==> src/rtl/lif_tdm_sched.sv <==
// Time-multiplexed LIF scheduler: one leak/integrate/fire datapath shared by N_NEURONS neurons; optional LIF_SPIKE_COUNT_EN adds spike counters.
// Latency: tick accepted at edge 0, spike_out/step_done valid after edge N_NEURONS+1; minimum tick spacing N_NEURONS+2.
// Backpressure: none; ticks and cfg writes while busy are dropped and flagged in sticky tick_overrun / cfg_err.
module lif_tdm_sched #(
    parameter int N_NEURONS  = 4,
    parameter int V_WIDTH    = 8,
    parameter int THRESH_RST = 200,
    parameter int WEIGHT_RST = 40,
    parameter int LEAK_RST   = 3,
    parameter int REFRAC_RST = 2
) (
    input  logic                         clk,
    input  logic                         rst_n,
    input  logic                         tick,
    input  logic [N_NEURONS-1:0]         spike_in,
    input  logic                         cfg_we,
    input  logic [1:0]                   cfg_addr,
    input  logic [7:0]                   cfg_data,
    input  logic                         ovr_clr,
    output logic [N_NEURONS-1:0]         spike_out,
    output logic                         step_done,
    output logic                         busy,
    output logic                         tick_overrun,
    output logic                         cfg_err,
    input  logic [$clog2(N_NEURONS)-1:0] rd_sel,
    output logic [7:0]                   rd_data
);
    localparam int IW = $clog2(N_NEURONS);

    typedef enum logic [1:0] {IDLE, UPDATE, DONE} state_t;

    typedef struct packed {
        logic [7:0] thresh;
        logic [7:0] weight;
        logic [2:0] leak;
        logic [3:0] refrac;
    } cfg_t;

    localparam cfg_t CFG_RST = '{thresh: 8'(THRESH_RST), weight: 8'(WEIGHT_RST),
                                 leak: 3'(LEAK_RST), refrac: 4'(REFRAC_RST)};

    state_t               state, state_nxt;
    cfg_t                 cfg;
    logic [IW-1:0]        idx;
    logic [N_NEURONS-1:0] in_q;
    logic [N_NEURONS-1:0] acc;
    logic [V_WIDTH-1:0]   v_mem [N_NEURONS];
    logic [3:0]           r_mem [N_NEURONS];

    logic               in_idle, start, cfg_wr, last;
    logic [V_WIDTH-1:0] v_cur, leak_amt, v_leak, sum_sat;
    logic [V_WIDTH:0]   sum_w;
    logic [3:0]         r_cur;
    logic               refractory, fire;

    always_ff @(posedge clk or negedge rst_n) begin
        if (!rst_n) state <= IDLE;
        else        state <= state_nxt;
    end

    always_comb begin
        state_nxt = state;
        in_idle   = (state == IDLE);
        start     = in_idle && tick;
        cfg_wr    = in_idle && cfg_we;
        last      = (idx == IW'(N_NEURONS - 1));
        case (state)
            IDLE:    if (tick) state_nxt = UPDATE;
            UPDATE:  if (last) state_nxt = DONE;
            DONE:    state_nxt = IDLE;
            default: state_nxt = IDLE;
        endcase
    end

    // Shift of 0 means "no leak", not "leak everything".
    always_comb begin
        v_cur      = v_mem[idx];
        r_cur      = r_mem[idx];
        leak_amt   = (cfg.leak == 3'd0) ? '0 : (v_cur >> cfg.leak);
        v_leak     = v_cur - leak_amt;
        sum_w      = {1'b0, v_leak} + (in_q[idx] ? (V_WIDTH+1)'(cfg.weight) : '0);
        sum_sat    = sum_w[V_WIDTH] ? '1 : sum_w[V_WIDTH-1:0];
        refractory = (r_cur != 4'd0);
        fire       = !refractory && (sum_sat >= V_WIDTH'(cfg.thresh));
    end

    always_ff @(posedge clk or negedge rst_n) begin
        if (!rst_n) begin
            cfg          <= CFG_RST;
            idx          <= '0;
            in_q         <= '0;
            acc          <= '0;
            spike_out    <= '0;
            step_done    <= 1'b0;
            busy         <= 1'b0;
            tick_overrun <= 1'b0;
            cfg_err      <= 1'b0;
            for (int i = 0; i < N_NEURONS; i++) begin
                v_mem[i] <= '0;
                r_mem[i] <= '0;
            end
        end else begin
            step_done <= 1'b0;

            if (tick && !in_idle)     tick_overrun <= 1'b1;
            else if (ovr_clr)         tick_overrun <= 1'b0;
            if (cfg_we && !in_idle)   cfg_err <= 1'b1;
            else if (ovr_clr)         cfg_err <= 1'b0;

            if (cfg_wr) begin
                case (cfg_addr)
                    2'd0:    cfg.thresh <= cfg_data;
                    2'd1:    cfg.weight <= cfg_data;
                    2'd2:    cfg.leak   <= cfg_data[2:0];
                    default: cfg.refrac <= cfg_data[3:0];
                endcase
            end

            case (state)
                IDLE: begin
                    if (start) begin
                        in_q <= spike_in;
                        idx  <= '0;
                        acc  <= '0;
                        busy <= 1'b1;
                    end
                end
                UPDATE: begin
                    if (refractory) begin
                        r_mem[idx] <= r_cur - 4'd1;
                        v_mem[idx] <= '0;
                    end else if (fire) begin
                        r_mem[idx] <= cfg.refrac;
                        v_mem[idx] <= '0;
                        acc[idx]   <= 1'b1;
                    end else begin
                        v_mem[idx] <= sum_sat;
                    end
                    idx <= idx + 1'b1;
                end
                DONE: begin
                    spike_out <= acc;
                    step_done <= 1'b1;
                    busy      <= 1'b0;
                end
                default: ;
            endcase
        end
    end

`ifdef LIF_SPIKE_COUNT_EN
    logic [7:0] cnt [N_NEURONS];
    logic       spike_now;

    assign spike_now = (state == UPDATE) && fire;

    always_ff @(posedge clk or negedge rst_n) begin
        if (!rst_n) begin
            for (int i = 0; i < N_NEURONS; i++) cnt[i] <= '0;
        end else if (ovr_clr) begin
            for (int i = 0; i < N_NEURONS; i++) cnt[i] <= '0;
        end else if (spike_now && cnt[idx] != 8'hFF) begin
            cnt[idx] <= cnt[idx] + 8'd1;
        end
    end

    assign rd_data = cnt[rd_sel];
`else
    logic unused_rd_sel;
    assign unused_rd_sel = ^rd_sel;
    assign rd_data       = '0;
`endif

endmodule

==> config.mk <==
export PLATFORM = sky130hd
export DESIGN_NAME = lif_tdm_sched
export DESIGN_NICKNAME = d
export VERILOG_FILES = /design/src/rtl/lif_tdm_sched.sv
export SDC_FILE = /design/constraint.sdc
export NUM_CORES = 1
export LEC_CHECK = 0
export BUFFER_PORTS_ARGS = -buffer_cell sky130_fd_sc_hd__buf_2
export CAP_MARGIN = 20
export CELL_PAD_IN_SITES_DETAIL_PLACEMENT = 0
export CELL_PAD_IN_SITES_GLOBAL_PLACEMENT = 2
export CORE_ASPECT_RATIO = 1.2
export CORE_MARGIN = 2
export CORE_UTILIZATION = 35
export CTS_CLUSTER_DIAMETER = 60
export CTS_CLUSTER_SIZE = 25
export DETAILED_ROUTE_END_ITERATION = 16
export GPL_TIMING_DRIVEN = 0
export PLACE_DENSITY_LB_ADDON = 0.2
export SYNTH_ARGS = -nofsm -noshare
export SYNTH_HDL_FRONTEND = slang
export SYNTH_SLANG_ARGS = --single-unit
==> constraint.sdc <==
create_clock -name clk -period 6.7 [get_ports clk]
set_clock_uncertainty 0.2 [all_clocks]
set_input_delay 1.005 -clock clk [delete_from_list [all_inputs] [get_ports clk]]
set_output_delay 1.005 -clock clk [all_outputs]
set_load 0.05 [all_outputs]
==> out/qor.yml <==
cts_buffer_depth: 2
grt_pass1_wl_um: 19100
ant_nets: 0
clock_sink_count: 91
critPathMaxFanout: 15
insertion_delay_ns: 0.34
vias_in_the_first_global_route: 3730
synth_sequential_area_ratio: 0.449
htree_num_levels: 3
place.gp.congestion: 0.796
setup.worst_path.class: "reg -> reg"
wl_um: 11300
synthCells: 479
timing.critical_path.to_type: "flip-flop"
clk_pin_slew_worst_paths_ns: 0.06
worst_hold_startpoint: "v_mem[2]"
ios: 37
crit_arrival_ns: 6.30
final_cell_area_mm2: 0.00586
timing.critical_path.from_type: "flip-flop"
global_router_s_overall_resource_usage: 0.159
finalMaxSlewViolations: 0
layout-drive-gt1-share: 0.241
finalHoldViolCount: 0
die-height_um: 136
design.final.nets: 579
synth-adder-area-share: 0.0790
max_freq_mhz: 160
design.core.area_mm2: 0.0143
max_slew.worst_pin.slew_ns: 0.755
timing.rr.start: "idx[0]"
worstPathRequired_ns: 6.77
synth-async-reset-ratio: 1.00
flow.area_growth_from_synthesis_pct: 15.0
cts_root_buffer: "clkbuf_16"
vias_per_cell: 5.02
global_route.overflow_total: 0
row_count: 48
placement.io_buffers: 26
dpl.hpwl_um: 8860
synth_area_mm2: 0.00510
post_synth.cell_area_avg_um2: 10.6
synth.ff_latch_count: 91
synth_compound_gate_area_share: 0.122
wl_per_cell_um: 16.0
synth.distinct_cells: 50
drt_first_iter_violations: 139
synth-simple-area-share: 0.117
yosys_synthesis_warning_count: 0
min_path_type: "reg -> reg"
drc_errors: 0
maximum_number_of_pins_on_one_net_before_global_route_repair: 71
final_cell_mix: "dfrtp_1 (82), nand2_1 (59), o21ai_0 (40), mux2_2 (36)"
cts_buffers: 9
yosys-mux-area-fraction: 0.165
drt_pass1_iterations: 4
timing.final.crit_share: 0.931
post_synth_xor_area_fraction: 0.0172
place_area_mm2: 0.00550
tritoncts: "built"
die_area_mm2: 0.0156
critical_path.startpoint: "idx[0]"
floorplan.die.width_um: 114
synth_top_family_by_area: "multiplexers"
antennaDiodeCount: 0
run_status: "completed"
slew_headroom: 0.493
report.final.setup_viol: 0
layout_min_cycle_time_ns: 6.24
maxCapViolations: 0
synth_enable_flop_cells: 0
initial_core_util: 0.357
via_count: 3548
number_of_antenna_violations_at_the_first_check_in_global_routing: 0
layout_commonest_cell: "dfrtp_1"
dominantRegCellSynth: "dfrtp_1"
==> flip-flops by register name (all words and copies together) (netlist names), 2 cells and up <==
name and count:
acc 4, in_q 4, r_mem 16, v_mem 32, cfg 23, idx 2
spike_out 4, state 2
==> final timing paths <==
kind                            slack [ns]         to  depth (start not counted)
worst min register to register        0.27   v_mem[2]                          2
worst min-delay path                  0.27   v_mem[2]                          2
worst max-delay path                  0.46  v_mem[30]                         23
worst max register to register        0.46  v_mem[30]                         23
min in group asynchronous             0.36     cfg[3]                          1
max in group asynchronous             5.25     cfg[4]                          2
==> stage by stage <==
stage	utilization	setup slack [ns]	hold WS (ns)	setup TNS (ns)	instances
final	0.410	0.465	0.273	0	707
after global routing	0.410	-0.0190	0.294	-0.0220	707
after CTS	0.406	0.0292	0.279	0	703
after detailed placement	0.385	-0.789	0.261	-23.59	688
after global placement	0.383	-0.801	0.258	-23.42	687
after floorplan	-	0.525	0.245	0	486
==> synthesized netlist by cell type (all sizes together) (9+ instances only) <==
library cell	instances	area (µm²)
dfrtp	83	2080
nand2	59	221
mux2	45	507
o21ai	43	215
ha	29	363
inv	29	109
nor2	29	125
a21oi	22	110
buf	14	98.8
clkbuf	13	48.8
mux4	13	293
and2	11	68.8
a2bb2oi	9	78.8
==> what timing repair did <==
item,4_1_cts,5_1_grt
pin swaps,0,1
buffers inserted,0,4
hold endpoints to repair,0,0
cloned,0,0
endpoints found under the setup margin,52,52
hold buffers,0,0
resized for setup,5,13
==> cells by family (layout without fill, tap and decap cells) <==
family	Yosys count	after routing
compound gates	101	101
xor+xnor	10	10
fa+ha+maj	31	31
buf+inv	56	102
flops	91	91
mux	62	62
other cells	1	8
simple gates	127	127
==> final cells by class <==
class | instances | area (µm²)
fillers | 1418 | 8430
multi-input cells | 339 | 2620
flip-flops and latches | 91 | 2290
clock buffers | 13 | 240
well taps | 175 | 219
repair buffers | 31 | 190
plain buffers | 26 | 150
inverters | 29 | 109
clock inverters | 3 | 42.5
==> per-layer routing <==
metal | GRT usage | routed length [µm]
met5 | 0 | 0
met4 | 0.0522 | 178
met3 | 0.0250 | 199
met2 | 0.278 | 5910
met1 | 0.202 | 5020
==> worst max-delay path, stage by stage (launching register included) <==
cell and delay (ns):
dfrtp_1 0.40, buf_8 0.23, mux4_2 0.61, mux2_2 0.31, nor2_1 0.09, a21oi_1 0.07
mux2i_1 0.22, ha_1 0.27, a21o_1 0.16, a21oi_1 0.22, a2bb2oi_1 0.23, a21oi_1 0.10
xnor2_1 0.20, ha_1 0.33, a21oi_1 0.40, o21ai_1 0.22, nor2_1 0.17, ha_1 0.24
nand2b_1 0.16, a2111oi_2 0.49, o31ai_4 0.15, nor2_8 0.19, a21boi_2 0.30, mux2_2 0.21
Power is not shown: default switching activity piles up to over one toggle a cycle in this logic, so the estimate is an artifact.
